File: config.mk
export PLATFORM = sky130hd
export DESIGN_NAME = usr_serdes_ctrl
export DESIGN_NICKNAME = d
export VERILOG_FILES = /design/src/rtl/usr_pkg.sv /design/src/rtl/usr_core.sv /design/src/rtl/usr_serdes_ctrl.sv
export SDC_FILE = /design/constraint.sdc
export NUM_CORES = 1
export LEC_CHECK = 0
export BUFFER_PORTS_ARGS = -buffer_cell sky130_fd_sc_hd__buf_2
export CORE_AREA = 2 2 45 47
export CTS_BUF_LIST = sky130_fd_sc_hd__clkbuf_2
export CTS_CLUSTER_DIAMETER = 200
export DETAILED_ROUTE_END_ITERATION = 8
export DIE_AREA = 0 0 47 49
export GPL_ROUTABILITY_DRIVEN = 0
export PLACE_DENSITY = 0.74
export SLEW_MARGIN = 0
export SYNTH_ARGS = -nofsm -noshare
export SYNTH_HDL_FRONTEND = slang
export SYNTH_SLANG_ARGS = --single-unit
File: constraint.sdc
create_clock -name clock -period 1.3 [get_ports clock]
set_clock_uncertainty 0.05 [all_clocks]
set_input_delay 0.26 -clock clock [delete_from_list [all_inputs] [get_ports clock]]
set_output_delay 0.26 -clock clock [all_outputs]
set_load 0.01 [all_outputs]
File: src/rtl/usr_pkg.sv
// usr_pkg: shared definitions for the universal-shift-register serial transceiver.
//   - Core mode encodings driven into usr_core.
//   - Controller state enumeration.
//   - Transfer direction encodings carried on cmd_dir.
package usr_pkg;

    localparam logic [1:0] MODE_HOLD = 2'b00;
    localparam logic [1:0] MODE_SHR  = 2'b01;
    localparam logic [1:0] MODE_SHL  = 2'b10;
    localparam logic [1:0] MODE_LOAD = 2'b11;

    localparam logic DIR_MSB_FIRST = 1'b0;
    localparam logic DIR_LSB_FIRST = 1'b1;

    typedef enum logic [1:0] {
        IDLE,
        SHIFT,
        DONE
    } state_t;

endpackage

File: src/rtl/usr_core.sv
// usr_core: parameterized universal shift register.
// Ports:
//   clock    in   rising-edge clock
//   reset    in   synchronous active-high reset, clears q
//   mode     in   HOLD / SHR / SHL / LOAD (see usr_pkg)
//   par_in   in   parallel load word
//   msb_in   in   bit entering at the MSB on shift-right
//   lsb_in   in   bit entering at the LSB on shift-left
//   q        out  register contents
//   msb_out  out  q[WIDTH-1]
//   lsb_out  out  q[0]
module usr_core
    import usr_pkg::*;
#(
    parameter int WIDTH = 4
) (
    input  logic             clock,
    input  logic             reset,
    input  logic [1:0]       mode,
    input  logic [WIDTH-1:0] par_in,
    input  logic             msb_in,
    input  logic             lsb_in,
    output logic [WIDTH-1:0] q,
    output logic             msb_out,
    output logic             lsb_out
);

    logic [WIDTH-1:0] r_q;

    always_ff @(posedge clock) begin
        if (reset) begin
            r_q <= '0;
        end else begin
            case (mode)
                MODE_HOLD: r_q <= r_q;
                MODE_SHR:  r_q <= {msb_in, r_q[WIDTH-1:1]};
                MODE_SHL:  r_q <= {r_q[WIDTH-2:0], lsb_in};
                MODE_LOAD: r_q <= par_in;
                default:   r_q <= r_q;
            endcase
        end
    end

    assign q       = r_q;
    assign msb_out = r_q[WIDTH-1];
    assign lsb_out = r_q[0];

endmodule

File: src/rtl/usr_serdes_ctrl.sv
// usr_serdes_ctrl: full-duplex serial transceiver sequencer around one usr_core.
// A command word is parallel-loaded, shifted out MSB- or LSB-first for the
// requested number of bits while ser_in is shifted into the vacated end, and
// the resulting register contents are returned on the response port.
// Ports:
//   clock, reset              rising-edge clock, synchronous active-high reset
//   cmd_valid/cmd_ready       command handshake
//   cmd_dir                   0 = MSB-first (shift left), 1 = LSB-first (shift right)
//   cmd_len                   bits to transfer; 0 or >WIDTH means WIDTH
//   cmd_data                  word to transmit
//   ser_out / ser_in          serial transmit / receive bit
//   ser_strobe                high in each shift cycle
//   rsp_valid/rsp_ready       response handshake
//   rsp_data                  register contents after the transfer
//   busy                      high whenever not IDLE
module usr_serdes_ctrl
    import usr_pkg::*;
#(
    parameter int WIDTH = 4,
    parameter int LW    = $clog2(WIDTH + 1)
) (
    input  logic             clock,
    input  logic             reset,
    input  logic             cmd_valid,
    output logic             cmd_ready,
    input  logic             cmd_dir,
    input  logic [LW-1:0]    cmd_len,
    input  logic [WIDTH-1:0] cmd_data,
    output logic             ser_out,
    input  logic             ser_in,
    output logic             ser_strobe,
    output logic             rsp_valid,
    input  logic             rsp_ready,
    output logic [WIDTH-1:0] rsp_data,
    output logic             busy
);

    localparam logic [LW-1:0] W_LEN = LW'(WIDTH);
    localparam logic [LW-1:0] W_ONE = LW'(1);

    state_t           r_state;
    logic [LW-1:0]    r_cnt;
    logic             r_dir;
    logic             r_cmd_ready;
    logic             r_rsp_valid;
    logic             r_strobe;
    logic             r_busy;

    logic             w_hs;
    logic [LW-1:0]    w_eff_len;
    logic [1:0]       w_mode;
    logic [WIDTH-1:0] w_q;
    logic             w_msb;
    logic             w_lsb;

    assign w_hs      = cmd_valid && (r_state == IDLE);
    assign w_eff_len = ((cmd_len == '0) || (cmd_len > W_LEN)) ? W_LEN : cmd_len;

    // Mode must be combinational so the load lands on the handshake edge itself.
    always_comb begin
        w_mode = MODE_HOLD;
        case (r_state)
            IDLE:    if (w_hs) w_mode = MODE_LOAD;
            SHIFT:   w_mode = (r_dir == DIR_LSB_FIRST) ? MODE_SHR : MODE_SHL;
            default: w_mode = MODE_HOLD;
        endcase
    end

    // Status outputs are registered alongside the state so each is a pure
    // function of state with no path from the handshake inputs.
    always_ff @(posedge clock) begin
        if (reset) begin
            r_state     <= IDLE;
            r_cnt       <= '0;
            r_dir       <= DIR_MSB_FIRST;
            r_cmd_ready <= 1'b1;
            r_rsp_valid <= 1'b0;
            r_strobe    <= 1'b0;
            r_busy      <= 1'b0;
        end else begin
            case (r_state)
                IDLE: begin
                    if (cmd_valid) begin
                        r_state     <= SHIFT;
                        r_dir       <= cmd_dir;
                        r_cnt       <= w_eff_len;
                        r_cmd_ready <= 1'b0;
                        r_strobe    <= 1'b1;
                        r_busy      <= 1'b1;
                    end
                end
                SHIFT: begin
                    r_cnt <= r_cnt - W_ONE;
                    if (r_cnt == W_ONE) begin
                        r_state     <= DONE;
                        r_strobe    <= 1'b0;
                        r_rsp_valid <= 1'b1;
                    end
                end
                DONE: begin
                    if (rsp_ready) begin
                        r_state     <= IDLE;
                        r_rsp_valid <= 1'b0;
                        r_cmd_ready <= 1'b1;
                        r_busy      <= 1'b0;
                    end
                end
                default: begin
                    r_state     <= IDLE;
                    r_cmd_ready <= 1'b1;
                    r_rsp_valid <= 1'b0;
                    r_strobe    <= 1'b0;
                    r_busy      <= 1'b0;
                end
            endcase
        end
    end

    usr_core #(
        .WIDTH(WIDTH)
    ) u_core (
        .clock   (clock),
        .reset   (reset),
        .mode    (w_mode),
        .par_in  (cmd_data),
        .msb_in  (ser_in),
        .lsb_in  (ser_in),
        .q       (w_q),
        .msb_out (w_msb),
        .lsb_out (w_lsb)
    );

    assign cmd_ready  = r_cmd_ready;
    assign rsp_valid  = r_rsp_valid;
    assign ser_strobe = r_strobe;
    assign busy       = r_busy;
    assign rsp_data   = w_q;
    assign ser_out    = (r_dir == DIR_LSB_FIRST) ? w_lsb : w_msb;

endmodule

======== After elaboration in Yosys (flattened, before gate mapping) ========
Cells that the tools add are included.
storage, ports and cells
  register bits ........................... 14
  input bits .............................. 13
  output and inout port bits .............. 9
  word-level logic and storage cells ...... 56
cells by class
  $add $sub $neg .......................... 1
  $lt $le $gt $ge ......................... 1
  equal/unequal tests ..................... 9
  multiplexer cells ....................... 22
  bitwise operators ....................... 3
  reduce and logical (&&, ||, !) cells .... 12
operator list
  cell                                               number
  one-hot mux 1 bit (3 select lines)                 4
  one-hot mux 4 bit (3 select lines)                 1
  AND reduction 3 bit                                4
  two-way mux 2 bit                                  5
  two-way mux 1 bit                                  7
  == test 2 bit (second input constant)              3
  two-way mux 3 bit                                  2
  inequality test 2 bit (second input constant)      3
  one-hot mux 2 bit (3 select lines)                 1
  one-hot mux 3 bit (2 select lines)                 1
  == test 2 x 1 -> 1 bit (second input constant)     2
  zero test 2 bit                                    2
  one-hot mux 2 bit (2 select lines)                 1
  AND reduction 2 bit                                2
  == test 3 x 1 -> 1 bit (second input constant)     1
  > comparator 3 bit (second input constant)         1
  zero test 3 bit                                    1
  inverter 1 bit                                     3
  subtractor 3 x 1 -> 3 bit (second input constant)  1
  nonzero test 2 bit                                 1
  logical AND 1 bit                                  1
  logical OR 1 bit                                   1

======== Longest topological paths before layout ========
Gate-level depths: netlist (run 1).
  depth after elaboration ................. 6
  depth in mapped cells ................... 6
  mapped depth without buffers ............ 6

======== Cells and area by module ========
A second synthesis (run 1) with hierarchy kept.
unflattened totals
  cell total of the unflattened synthesis .. 76
  area, all modules ....................... 760.7 µm²
by module, submodules not included
  module           times used  cells each  area each (µm²)  sequential area each (µm²)
  usr_serdes_ctrl  1           62          546.8            200.2
  usr_core         1           14          214.0            80.1

======== Least setup slack after synthesis (run 1) ========
OpenSTA, ideal clock, no wires.
  kind .................................... input port to flip-flop
  start point ............................. input cmd_len[1]
  end point ............................... register r_cnt[0]
  setup time .............................. 0.127 ns
  arrival ................................. 1.194 ns
  data required time ...................... 1.123 ns
  path slack .............................. -0.071 ns
  cell stages on the path ................. 6
  path buffers ............................ 0
  path through ............................ or2_2 ha_1 nor2_1 a32oi_1 o22a_1 nor2_1
between the ends
  cells in the longest elaborated chain, start to end .. 5
  elaborated cells on any way between the ends .. 6
  those cells by class .................... order compare: 1; mux: 3; reduce/logical: 2
RTL lines
  what                                                          line                   RTL
  start, declared                                               usr_serdes_ctrl.sv:27  input logic [LW-1:0] cmd_len,
  > comparator 3 bit / zero test 3 bit (equally long branches)  usr_serdes_ctrl.sv:57  assign w_eff_len = ((cmd_len == '0) || (cmd_len > W_LEN)) ? W_LEN : cmd_len;
  logical OR 1 bit *                                            usr_serdes_ctrl.sv:57
  two-way mux 3 bit *                                           usr_serdes_ctrl.sv:57
  two-way mux 3 bit *                                           usr_serdes_ctrl.sv:83  if (cmd_valid) begin
  one-hot mux 3 bit (2 select lines) *                          usr_serdes_ctrl.sv:81  case (r_state)
  end signal, assigned                                          usr_serdes_ctrl.sv:86  r_cnt <= w_eff_len;
  end signal, assigned                                          usr_serdes_ctrl.sv:93  r_cnt <= r_cnt - W_ONE;
  end, declared                                                 usr_serdes_ctrl.sv:42  logic [LW-1:0] r_cnt;
Mark *: on every way between the ends. The rest lies on a longest branch, timed or not. The select of a mux whose other input is x is not followed.
A chain may end at the register's enable or synchronous reset.

======== Final worst setup path (run 1) ========
  start point ............................. register r_dir
  end point ............................... output ser_out
between the ends
  cells in the longest elaborated chain, start to end .. 1
RTL lines
  what                    line                    RTL
  start, declared         usr_serdes_ctrl.sv:43   logic r_dir;
  start signal, assigned  usr_serdes_ctrl.sv:85   r_dir <= cmd_dir;
  two-way mux 1 bit       usr_serdes_ctrl.sv:138  assign ser_out = (r_dir == DIR_LSB_FIRST) ? w_lsb : w_msb;
  end, declared           usr_serdes_ctrl.sv:29   output logic ser_out,
Every way passes these cells.

==> results of run 1 <==
stage by stage:
stage          std cells  cell area (um2)  power [W]  setup TNS (ps)
3_5_place_dp         137              913   0.000776            -299
6_report             142             1010    0.00102           -77.5
5_1_grt              142             1010    0.00109            -183
4_1_cts              141              955   0.000985           -71.1
2_1_floorplan         90              777   0.000698               0
3_3_place_gp         137              913   0.000768            -215
state kept, by name, summed over array words and instances, names as in the netlist:
| signal | flops |
|---|---|
| u_core.q | 4 |
| r_cnt | 3 |
| r_state | 2 |
| busy | 1 |
| cmd_ready | 1 |
| r_dir | 1 |
| rsp_valid | 1 |
| ser_strobe | 1 |
metal layers:
metal  vias up  share of wire
li1        363              -
met1       349           0.47
met2        18           0.48
met3         2          0.041
met4         0         0.0073
met5         -              0
power groups by stage:
| stage | Combinational, W | Sequential, W | Clock, W |
|---|---|---|---|
| after floorplan | 0.000185 | 0.000513 | 0 |
| after global placement | 0.000255 | 0.000513 | 0 |
| after detailed placement | 0.000261 | 0.000515 | 0 |
| after CTS | 0.000278 | 0.000504 | 0.000203 |
| after global routing | 0.000347 | 0.000516 | 0.000230 |
| final | 0.000310 | 0.000510 | 0.000196 |
layout make-up:
class                   instances  area, um2
multi-input cells              67        493
inverters                       3       11.3
repair buffers                 28        168
clock buffers                   3       15.0
well taps                      27       33.8
flip-flops and latches         14        287
fillers                       202        835
cell families after synthesis:
family	synth area share
and+or+nand+nor	0.296
DFF	0.368
AOI/OAI and AO/OA	0.192
adders and majority gates	0.0493
buffers and inverters	0.0673
muxes	0.0279
cell usage after synthesis (2+ instances only):
| cell | count | area [um2] |
|---|---|---|
| sky130_fd_sc_hd__inv_1 | 3 | 11.3 |
| sky130_fd_sc_hd__nor2_1 | 16 | 60.1 |
| sky130_fd_sc_hd__o2bb2ai_1 | 4 | 35.0 |
| sky130_fd_sc_hd__nor3_1 | 6 | 30.0 |
| sky130_fd_sc_hd__o21ai_1 | 2 | 10.0 |
| sky130_fd_sc_hd__nand2_1 | 2 | 7.51 |
| sky130_fd_sc_hd__dfxtp_1 | 14 | 280 |
| sky130_fd_sc_hd__a21oi_1 | 7 | 35.0 |
| sky130_fd_sc_hd__a211oi_1 | 4 | 30.0 |
| sky130_fd_sc_hd__buf_4 | 2 | 15.0 |
| sky130_fd_sc_hd__nand3b_1 | 3 | 22.5 |
| sky130_fd_sc_hd__nand2b_1 | 2 | 12.5 |
| sky130_fd_sc_hd__ha_1 | 3 | 37.5 |
| sky130_fd_sc_hd__nor2b_1 | 6 | 37.5 |
| sky130_fd_sc_hd__nor2b_4 | 2 | 27.5 |
| sky130_fd_sc_hd__buf_2 | 2 | 10.0 |
worst paths after layout:
| check | slack (ps) | depth (start not counted) | startpoint | to |
|---|---|---|---|---|
| setup / recovery | -80 | 2 | r_dir | ser_out |
| hold / removal | 170 | 3 | cmd_dir | r_dir |
| setup reg to reg | 50 | 5 | r_dir | u_core.q[2] |
| hold reg to reg | 460 | 2 | busy | busy |
repair_timing:
item	CTS	global route
resized for setup	5	10
endpoints found under the setup margin	2	7
setup buffers	1	1
gates cloned	0	0
pin swaps	0	4
critical path, stage by stage, from the launching register on:
cell and delay, ps:
sky130_fd_sc_hd__dfxtp_4 380, sky130_fd_sc_hd__mux2_4 300, sky130_fd_sc_hd__buf_6 120
==> impl_metrics.prom, run 1 <==
# TYPE chip_impl_metric gauge
chip_impl_info{name="outcome",value="complete, but fails checks"} 1
chip_impl_info{name="violated_checks",value="negative setup slack"} 1
chip_impl_metric{name="synth_cell_type_count",unit=""} 28
chip_impl_metric{name="drive_above_1_share",unit=""} 0.417
chip_impl_metric{name="die_height",unit="um"} 49
chip_impl_metric{name="grt_overall_usage",unit=""} 0.167
chip_impl_metric{name="power.net_switching",unit="W"} 0.000325
chip_impl_metric{name="power.switching_fraction",unit=""} 0.320
chip_impl_metric{name="layout.core_utilization",unit=""} 0.547
chip_impl_metric{name="grt_first_pass_wirelength",unit="mm"} 2.77
chip_impl_metric{name="synth_async_reset_ratio",unit=""} 0
chip_impl_metric{name="post-place-ws",unit="ps"} -171
chip_impl_metric{name="synth_enable_flop_cells",unit=""} 0
chip_impl_metric{name="tightest_slew",unit="ps"} 267
chip_impl_metric{name="initial_core_util",unit=""} 0.414
chip_impl_metric{name="hold_ws",unit="ps"} 169
chip_impl_metric{name="grt.overflow.total",unit=""} 0
chip_impl_info{name="cts.root.buffer_cell",value="sky130_fd_sc_hd__clkbuf_2"} 1
chip_impl_info{name="startpoint_type_of_the_worst_setup_path",value="flop"} 1
chip_impl_metric{name="synth.avg_cell_area",unit="um2"} 8.47
chip_impl_metric{name="yosysSeqAreaShare",unit=""} 0.368
chip_impl_metric{name="avgRoutedWirePerCell",unit="um"} 12.5
chip_impl_metric{name="fmaxAchievable",unit="MHz"} 726
chip_impl_metric{name="tritoncts.num_buffers",unit=""} 3
chip_impl_metric{name="core_area",unit="mm2"} 0.00184
chip_impl_metric{name="die-area",unit="mm2"} 0.00230
chip_impl_metric{name="clkLatencyLatePin",unit="ps"} 260
chip_impl_metric{name="drt-initial-drc-count",unit=""} 11
chip_impl_info{name="layout.cells.most_common_list",value="20 x sky130_fd_sc_hd__buf_2, 16 x sky130_fd_sc_hd__nor2_1, 11 x sky130_fd_sc_hd__dfxtp_1"} 1
chip_impl_metric{name="wirelength",unit="mm"} 1.78
chip_impl_info{name="most_common_library_cell_in_the_layout_ignoring_fill_and_taps",value="sky130_fd_sc_hd__buf_2"} 1
chip_impl_metric{name="timing.critical_path.required",unit="ps"} 990
chip_impl_metric{name="internal_power",unit="W"} 0.000692
chip_impl_metric{name="globalRouteMet3Util",unit=""} 0.0556
chip_impl_metric{name="number_of_global_route_vias_before_repair",unit=""} 653
chip_impl_metric{name="grt_max_degree",unit=""} 15
chip_impl_metric{name="synth_fp_nets",unit=""} 106
chip_impl_metric{name="met2_resource_use_gr",unit=""} 0.240
chip_impl_metric{name="clock_power_share",unit=""} 0.193
chip_impl_metric{name="routed_via_density",unit=""} 5.15
chip_impl_metric{name="min_period_over_period",unit=""} 1.06
chip_impl_info{name="busiest_layer",value="met2"} 1
chip_impl_metric{name="syn2layout_area_growth",unit="%"} 32.2
chip_impl_info{name="postSynth.topFlopCell",value="sky130_fd_sc_hd__dfxtp_1"} 1
chip_impl_metric{name="synth_seq_cells",unit=""} 14
chip_impl_metric{name="port_buffers",unit=""} 21
chip_impl_metric{name="final_antenna_net_count",unit=""} 0
chip_impl_metric{name="clock_tree.buffer_depth",unit=""} 2
chip_impl_metric{name="detailed_place_hpwl",unit="mm"} 1.19
chip_impl_metric{name="timing.final.setup_violations",unit=""} 1
chip_impl_metric{name="io_pins",unit=""} 22
chip_impl_metric{name="tritoncts_num_sinks",unit=""} 14
chip_impl_metric{name="period_minus_slack",unit="ps"} 1380
chip_impl_metric{name="max_cap_violations",unit=""} 0
chip_impl_metric{name="cts_max_level",unit=""} 1
chip_impl_metric{name="peakVddDrop",unit="mV"} 0.638
chip_impl_info{name="critical_path.endpoint_type",value="output pin"} 1
chip_impl_metric{name="final-hold-violation-count",unit=""} 0
chip_impl_metric{name="count_of_hold_buffers_inserted_by_post_cts_repair",unit=""} 0
chip_impl_metric{name="final_critical_path_setup_slack",unit="ps"} -77.5
chip_impl_metric{name="die_w",unit="um"} 47
chip_impl_metric{name="clkTransAtPathRegs",unit="ps"} 130
chip_impl_metric{name="slew_headroom",unit=""} 0.822
chip_impl_metric{name="synth_area",unit="um2"} 762
chip_impl_metric{name="synth_warnings",unit=""} 0
chip_impl_metric{name="netlist_instances",unit=""} 90
chip_impl_info{name="rsz0062_at_grt",value="true"} 1
chip_impl_metric{name="power.combinational.fraction",unit=""} 0.305
chip_impl_info{name="criticalPathCategory",value="reg2out"} 1
chip_impl_metric{name="critical_path_peak_fanout",unit=""} 2
chip_impl_metric{name="slew_violations",unit=""} 0
chip_impl_info{name="cts_tree",value="yes"} 1
chip_impl_metric{name="drt_pass1_iterations",unit=""} 4
chip_impl_info{name="worst_hold_path_type",value="in2reg"} 1
chip_impl_metric{name="power.static_leakage",unit="nW"} 0.441
chip_impl_metric{name="power.density_cell_area",unit="mW/mm2"} 1010
chip_impl_metric{name="gr-usage-met1",unit=""} 0.213
chip_impl_metric{name="cp.arrival",unit="ps"} 1070
chip_impl_metric{name="core.rowCount",unit=""} 16
chip_impl_metric{name="share_seq_of_total_power",unit=""} 0.502
chip_impl_metric{name="antenna_found_initial",unit=""} 0
chip_impl_metric{name="design.final.nets",unit=""} 133
chip_impl_metric{name="route.detailed.drc",unit=""} 0
chip_impl_metric{name="diodes",unit=""} 0
chip_impl_metric{name="dr_total_vias",unit=""} 732
(Power assumes the default switching activity.)
==> inputs of run 2 (changes only) <==
Settings changed: CAP_MARGIN set to 40, REMOVE_ABC_BUFFERS set to 1.
==> run 2 against run 1 <==
The flow still finishes with violations (negative setup slack). Largest power group unchanged. Final area down 3.4%. Sequential power shrank 1%. Maximum frequency rose by 1.3%. Count of clock-buffer cells in the layout stayed put. Setup slack better by 17 ps. Highest routed layer unchanged.
==> impl_metrics.prom, run 2 (synthesis results as in run 1) <==
# TYPE chip_impl_metric gauge
chip_impl_info{name="most_common_library_cell_in_the_layout_ignoring_fill_and_taps",value="sky130_fd_sc_hd__buf_2"} 1
chip_impl_metric{name="clock_tree.buffer_depth",unit=""} 2
chip_impl_info{name="startpoint_type_of_the_worst_setup_path",value="flop"} 1
chip_impl_metric{name="fmaxAchievable",unit="MHz"} 735
chip_impl_metric{name="design_area",unit="um2"} 973
chip_impl_metric{name="port_buffers",unit=""} 21
chip_impl_metric{name="power.net_switching",unit="W"} 0.000315
chip_impl_metric{name="tritoncts_num_sinks",unit=""} 14
chip_impl_info{name="worst_hold_path_type",value="in2reg"} 1
chip_impl_metric{name="final_critical_path_setup_slack",unit="ps"} -60.3
chip_impl_metric{name="timing.critical_path.required",unit="ps"} 990
chip_impl_metric{name="dpl_cell_area",unit="um2"} 896
chip_impl_metric{name="tritoncts.num_buffers",unit=""} 3
chip_impl_info{name="outcome",value="complete, but fails checks"} 1
chip_impl_metric{name="dr_total_vias",unit=""} 694
chip_impl_metric{name="tightest_slew",unit="ps"} 257
chip_impl_metric{name="clkLatencyLatePin",unit="ps"} 270
chip_impl_metric{name="cp.arrival",unit="ps"} 1050
chip_impl_metric{name="wirelength",unit="mm"} 1.63
chip_impl_info{name="cts.root.buffer_cell",value="sky130_fd_sc_hd__clkbuf_2"} 1
chip_impl_metric{name="detailed_place_hpwl",unit="mm"} 1.18
chip_impl_metric{name="largest_register_ff_count",unit=""} 4
chip_impl_info{name="rsz0062_at_grt",value="true"} 1
chip_impl_metric{name="slew_headroom",unit=""} 0.829
chip_impl_metric{name="instances_no_fill",unit=""} 141
chip_impl_metric{name="design.final.nets",unit=""} 131
chip_impl_metric{name="slew_violations",unit=""} 0
chip_impl_info{name="violated_checks",value="negative setup slack"} 1
chip_impl_metric{name="core_area",unit="mm2"} 0.00184
chip_impl_metric{name="grt_max_degree",unit=""} 18
chip_impl_metric{name="cts_max_level",unit=""} 1
chip_impl_metric{name="grt_overall_usage",unit=""} 0.167
chip_impl_metric{name="core.rowCount",unit=""} 16
chip_impl_metric{name="min_period_over_period",unit=""} 1.05
chip_impl_metric{name="avgRoutedWirePerCell",unit="um"} 11.6
chip_impl_metric{name="routed_via_density",unit=""} 4.92
chip_impl_metric{name="peakVddDrop",unit="mV"} 0.544
chip_impl_info{name="criticalPathCategory",value="reg2out"} 1
chip_impl_metric{name="clock_power_share",unit=""} 0.200
chip_impl_metric{name="placed_cells_incl_taps",unit=""} 135
chip_impl_metric{name="initial_core_util",unit=""} 0.414
chip_impl_metric{name="diodes",unit=""} 0
chip_impl_info{name="cts_tree",value="yes"} 1
chip_impl_metric{name="io_pins",unit=""} 22
chip_impl_metric{name="antenna_found_initial",unit=""} 0
chip_impl_metric{name="max_cap_violations",unit=""} 0
chip_impl_metric{name="drt_pass1_iterations",unit=""} 4
chip_impl_metric{name="final-hold-violation-count",unit=""} 0
chip_impl_metric{name="power.density_cell_area",unit="mW/mm2"} 1030
chip_impl_info{name="critical_path.endpoint_type",value="output pin"} 1
chip_impl_metric{name="die_height",unit="um"} 49
chip_impl_metric{name="power.switching_fraction",unit=""} 0.313
chip_impl_metric{name="die_w",unit="um"} 47
chip_impl_metric{name="drt-initial-drc-count",unit=""} 12
chip_impl_metric{name="grt.overflow.total",unit=""} 0
chip_impl_metric{name="power.combinational.fraction",unit=""} 0.297
chip_impl_metric{name="share_seq_of_total_power",unit=""} 0.502
chip_impl_metric{name="internal_power",unit="W"} 0.000690
chip_impl_metric{name="syn2layout_area_growth",unit="%"} 27.8
chip_impl_metric{name="post-place-ws",unit="ps"} -269
chip_impl_metric{name="clkTransAtPathRegs",unit="ps"} 130
chip_impl_info{name="layout.cells.most_common_list",value="20 x sky130_fd_sc_hd__buf_2, 16 x sky130_fd_sc_hd__nor2_1, 11 x sky130_fd_sc_hd__dfxtp_1"} 1
chip_impl_metric{name="period_minus_slack",unit="ps"} 1360
chip_impl_metric{name="drive_above_1_share",unit=""} 0.368
chip_impl_metric{name="grt_first_pass_wirelength",unit="mm"} 2.84
chip_impl_metric{name="die-area",unit="mm2"} 0.00230
chip_impl_metric{name="timing.final.setup_violations",unit=""} 1
chip_impl_metric{name="number_of_global_route_vias_before_repair",unit=""} 663
chip_impl_metric{name="power.static_leakage",unit="nW"} 0.428
chip_impl_metric{name="critical_path_peak_fanout",unit=""} 2
chip_impl_metric{name="final.fill_count",unit=""} 183
chip_impl_metric{name="final_antenna_net_count",unit=""} 0
chip_impl_metric{name="route.detailed.drc",unit=""} 0
==> run 2: layer usage <==
| metal | vias to the layer above | part of all wire | track usage | wire (um) |
|---|---|---|---|---|
| met1 | 323 | 0.45 | 0.214 | 740 |
| met2 | 12 | 0.51 | 0.269 | 839 |
| met3 | 2 | 0.021 | 0.0222 | 35 |
| li1 | 357 | - | - | - |
| met5 | - | 0 | 0 | 0 |
| met4 | 0 | 0.0086 | 0.0694 | 14 |
==> run 2: path summary, 6_finish.rpt <==
| check | startpoint | cells past startpoint | end | slack (ps) |
|---|---|---|---|---|
| worst min register to register | rsp_valid | 2 | rsp_valid | 450 |
| worst max-delay path | r_dir | 2 | ser_out | -60 |
| worst max register to register | r_dir | 5 | u_core.q[2] | 0 |
| worst min-delay path | cmd_dir | 3 | r_dir | 180 |
==> run 2: cell type report <==
cell class	count	area, um2	share of cell area
Clock buffer	3	15.0	0.0154
Clock inverter	1	3.75	0.00386
Inverter	3	11.3	0.0116
Multi-Input combinational cell	67	462	0.474
Sequential cell	14	287	0.294
Tap cell	27	33.8	0.0347
Timing Repair Buffer	26	161	0.166
==> run 2: critical path, stage by stage (launching register included) <==
cell	delay, ps
sky130_fd_sc_hd__dfxtp_4	370
sky130_fd_sc_hd__mux2_4	300
sky130_fd_sc_hd__buf_6	120
==> run 2: power by group through the flow <==
stage	logic [W]	clock network [W]	registers, W
floorplan	0.000144	0	0.000528
detailed placement	0.000265	0	0.000513
CTS	0.000278	0.000214	0.000501
global placement	0.000256	0	0.000512
finish	0.000299	0.000201	0.000505
global route	0.000331	0.000232	0.000513
==> run 2: what timing repair did <==
item | CTS | global route
gates cloned | 0 | 0
buffers inserted | 1 | 1
endpoints found under the setup margin | 1 | 8
pin swaps | 0 | 9
hold buffers | 0 | 0
gates resized for setup | 4 | 7
==> run 2: stage by stage <==
step                      setup TNS (ps)  hold slack (ps)  power, W  utilization
final                              -60.3              184   0.00100        0.529
after global routing                -174              193   0.00108        0.529
after CTS                          -74.5              174  0.000993        0.508
after detailed placement            -504              422  0.000777        0.486
after global placement              -388              414  0.000768        0.486
after floorplan                     -612              282  0.000672            -
==> inputs of run 3 (changes only) <==
Settings changed: ABC_AREA set to 1, CORE_AREA 2 2 45 47 to 2 2 46 48, DIE_AREA 0 0 47 49 to 0 0 48 50, PLACE_DENSITY 0.74 to 0.73.
==> run 3 against run 2 <==
The flow now finishes without violations. Global-route usage is 0.79 points lower. First-iteration DRC count is 8.3% lower. Combinational power is 3% lower. Maximum frequency is 8.6% higher. Register-to-register slack better by 150 ps. Utilization is 3.4 points lower. Via count is 17% higher. Clock power hardly changed. Largest cell class unchanged. Highest routed layer unchanged.
==> impl_metrics.prom, run 3 <==
# TYPE chip_impl_metric gauge
chip_impl_info{name="outcome",value="completed"} 1
chip_impl_metric{name="core.rowCount",unit=""} 16
chip_impl_metric{name="netlist_instances",unit=""} 117
chip_impl_info{name="criticalPathCategory",value="reg2out"} 1
chip_impl_metric{name="placed_cells_incl_taps",unit=""} 162
chip_impl_metric{name="power.density_cell_area",unit="mW/mm2"} 1070
chip_impl_info{name="whs_endpoint",value="busy"} 1
chip_impl_metric{name="number_of_global_route_vias_before_repair",unit=""} 651
chip_impl_metric{name="drt-initial-drc-count",unit=""} 11
chip_impl_metric{name="period_minus_slack",unit="ps"} 1250
chip_impl_metric{name="slew_violations",unit=""} 0
chip_impl_info{name="synth_area_leader_cell",value="sky130_fd_sc_hd__dfxtp_1"} 1
chip_impl_metric{name="power.combinational.fraction",unit=""} 0.288
chip_impl_metric{name="fmaxAchievable",unit="MHz"} 799
chip_impl_metric{name="internal_power",unit="W"} 0.000659
chip_impl_metric{name="antenna_found_initial",unit=""} 0
chip_impl_metric{name="die_height",unit="um"} 50
chip_impl_metric{name="diodes",unit=""} 0
chip_impl_info{name="cts.root.buffer_cell",value="sky130_fd_sc_hd__clkbuf_2"} 1
chip_impl_metric{name="layout.core_utilization",unit=""} 0.494
chip_impl_metric{name="drt_pass1_iterations",unit=""} 5
chip_impl_metric{name="dpl_cell_area",unit="um2"} 912
chip_impl_metric{name="wire_length_on_met3",unit="um"} 111
chip_impl_metric{name="clkLatencyLatePin",unit="ps"} 290
chip_impl_info{name="ys_top_cells_by_count",value="18 x sky130_fd_sc_hd__inv_1, 16 x sky130_fd_sc_hd__nand2_1, 15 x sky130_fd_sc_hd__nor2_1"} 1
chip_impl_metric{name="grt_max_degree",unit=""} 11
chip_impl_metric{name="peakVddDrop",unit="mV"} 0.379
chip_impl_metric{name="power.net_switching",unit="W"} 0.000347
chip_impl_metric{name="synth_enable_flop_cells",unit=""} 0
chip_impl_metric{name="total_power",unit="W"} 0.00101
chip_impl_metric{name="design_area",unit="um2"} 940
chip_impl_metric{name="timing.critical_path.buf_inv",unit=""} 2
chip_impl_metric{name="count_of_hold_buffers_inserted_by_post_cts_repair",unit=""} 0
chip_impl_info{name="cp_cell_sequence",value="inv_2 > o21ai_1 > buf_2"} 1
chip_impl_info{name="postSynth.topFlopCell",value="sky130_fd_sc_hd__dfxtp_1"} 1
chip_impl_info{name="cts_tree",value="yes"} 1
chip_impl_metric{name="routed_via_density",unit=""} 4.89
chip_impl_metric{name="min_period_over_period",unit=""} 0.963
chip_impl_metric{name="min_path_cells",unit=""} 2
chip_impl_metric{name="grt_overall_usage",unit=""} 0.159
chip_impl_metric{name="detailed_place_hpwl",unit="mm"} 1.33
chip_impl_metric{name="route.detailed.drc",unit=""} 0
chip_impl_metric{name="syn2layout_area_growth",unit="%"} 17.9
chip_impl_metric{name="instances_no_fill",unit=""} 166
chip_impl_metric{name="power.static_leakage",unit="nW"} 0.474
chip_impl_info{name="rsz0062_at_grt",value="true"} 1
chip_impl_metric{name="tritoncts_num_sinks",unit=""} 14
chip_impl_metric{name="max_cap_violations",unit=""} 0
chip_impl_metric{name="power.switching_fraction",unit=""} 0.345
chip_impl_metric{name="yosysSeqAreaShare",unit=""} 0.352
chip_impl_metric{name="die-area",unit="mm2"} 0.00240
chip_impl_metric{name="synth_warnings",unit=""} 0
chip_impl_metric{name="setup.reg_to_reg.worst_slack",unit="ps"} 150
chip_impl_metric{name="dr_total_vias",unit=""} 811
chip_impl_info{name="worst_r2r_endpoint",value="u_core.q[0]"} 1
chip_impl_metric{name="grt_first_pass_wirelength",unit="mm"} 2.68
chip_impl_metric{name="tritoncts.num_buffers",unit=""} 3
chip_impl_metric{name="clock_tree.buffer_depth",unit=""} 2
chip_impl_metric{name="timing.critical_path.slowest_cell_delay",unit="ps"} 370
chip_impl_metric{name="ff2ff_path_depth",unit=""} 6
chip_impl_info{name="cp_max_stage_cell",value="sky130_fd_sc_hd__dfxtp_2"} 1
chip_impl_info{name="highest_layer",value="met4"} 1
chip_impl_metric{name="port_buffers",unit=""} 21
chip_impl_metric{name="die_w",unit="um"} 48
chip_impl_metric{name="tightest_slew",unit="ps"} 279
chip_impl_metric{name="cp.arrival",unit="ps"} 940
chip_impl_metric{name="initial_core_util",unit=""} 0.419
chip_impl_metric{name="timing.critical_path.required",unit="ps"} 990
chip_impl_metric{name="route.layer.met1.wl",unit="um"} 811
chip_impl_info{name="critical_path.endpoint_type",value="output pin"} 1
chip_impl_info{name="r2r-start",value="r_state[1]"} 1
chip_impl_metric{name="final_antenna_net_count",unit=""} 0
chip_impl_info{name="layout.cells.most_common_list",value="21 x sky130_fd_sc_hd__buf_2, 17 x sky130_fd_sc_hd__inv_1, 16 x sky130_fd_sc_hd__nand2_1"} 1
chip_impl_metric{name="largest_register_ff_count",unit=""} 4
chip_impl_info{name="startpoint_type_of_the_worst_setup_path",value="flop"} 1
chip_impl_metric{name="slew_headroom",unit=""} 0.814
chip_impl_metric{name="final-hold-violation-count",unit=""} 0
chip_impl_metric{name="synth.avg_cell_area",unit="um2"} 6.81
chip_impl_metric{name="cts_max_level",unit=""} 1
chip_impl_metric{name="core_area",unit="mm2"} 0.00190
chip_impl_metric{name="timing.final.setup_violations",unit=""} 0
chip_impl_info{name="most_common_library_cell_in_the_layout_ignoring_fill_and_taps",value="sky130_fd_sc_hd__buf_2"} 1
chip_impl_metric{name="design.final.nets",unit=""} 157
chip_impl_metric{name="share_seq_of_total_power",unit=""} 0.510
chip_impl_info{name="min_from",value="reset"} 1
chip_impl_metric{name="critical_path_peak_fanout",unit=""} 3
chip_impl_metric{name="synth_area",unit="um2"} 797
chip_impl_info{name="worst_path_dominant_cell_family",value="flip-flops"} 1
chip_impl_metric{name="drive_above_1_share",unit=""} 0.273
chip_impl_metric{name="grt.overflow.total",unit=""} 0
chip_impl_info{name="worst_hold_path_type",value="in2reg"} 1
chip_impl_metric{name="synth_seq_cells",unit=""} 14
chip_impl_metric{name="clkTransAtPathRegs",unit="ps"} 140
chip_impl_metric{name="synth_cell_type_count",unit=""} 21
chip_impl_metric{name="synth_async_reset_ratio",unit=""} 0
chip_impl_metric{name="avgRoutedWirePerCell",unit="um"} 10.5
chip_impl_info{name="post_synth_main_area_contributors",value="sky130_fd_sc_hd__dfxtp_1 35%, sky130_fd_sc_hd__inv_1 8.5%, sky130_fd_sc_hd__nand3_1 7.5%"} 1
chip_impl_metric{name="route.met2.wl",unit="um"} 777
chip_impl_metric{name="clock_power_share",unit=""} 0.201
chip_impl_metric{name="io_pins",unit=""} 22
chip_impl_metric{name="synth.top_cell.area_share",unit=""} 0.352
chip_impl_metric{name="wirelength",unit="mm"} 1.74
chip_impl_info{name="post-synth-top-count-cell",value="sky130_fd_sc_hd__inv_1"} 1
-- run 3: metrics by stage --
| step | setup TNS (ps) | hold WS, ps | worst slack, ps |
|---|---|---|---|
| finish | 0 | 122 | 48.0 |
| global route | -28.3 | 114 | -28.3 |
| global placement | 0 | 389 | 79.5 |
| detailed placement | 0 | 390 | 40.5 |
| floorplan | 0 | 279 | 98.7 |
| CTS | 0 | 124 | 8.00 |
-- run 3: what timing repair did --
item,4_1_cts,5_1_grt
endpoints found under the hold margin,0,0
pin swaps,0,1
setup endpoints to repair,1,7
buffers inserted,0,1
gates cloned,0,0
gates resized for setup,1,5
-- run 3: cell families (layout without fill, tap and decap cells) --
logic type,count (synthesis),in the layout,share of synthesized area
flops,14,14,0.352
fa+ha+maj,3,3,0.0471
simple gates,53,53,0.309
compound gates,22,22,0.146
buf+inv,24,46,0.135
xor+xnor,1,1,0.0110
-- run 3: routing by layer --
metal	track usage	vias to the layer above
met1	0.228	352
li1	-	423
met3	0.0330	5
met5	0	-
met4	0.0811	0
met2	0.216	31
-- run 3: cell type report --
type                    instances  area (um2)
inverters                      20        76.3
repair buffers                 23         120
fillers                       204         962
well taps                      27        33.8
flip-flops and latches         14         284
clock buffers                   3        15.0
multi-input cells              79         410
-- run 3: how the worst max path moves through the flow --
stage                startpoint     endpoint  slack, ps  cells after the start
floorplan            r_state[0]  u_core.q[3]        100                      4
global route        u_core.q[3]      ser_out        -30                      3
global placement     cmd_len[0]     r_cnt[1]         80                      7
CTS                 u_core.q[3]      ser_out          8                      3
finish              u_core.q[3]      ser_out         50                      3
detailed placement   cmd_len[0]     r_cnt[1]         40                      7
-- run 3: power groups by stage --
stage	Clock (W)	Combinational [W]	Sequential (W)
3_3_place_gp	0	0.000277	0.000518
5_1_grt	0.000235	0.000333	0.000522
6_report	0.000203	0.000290	0.000513
3_5_place_dp	0	0.000283	0.000519
4_1_cts	0.000210	0.000285	0.000510
2_1_floorplan	0	0.000173	0.000531
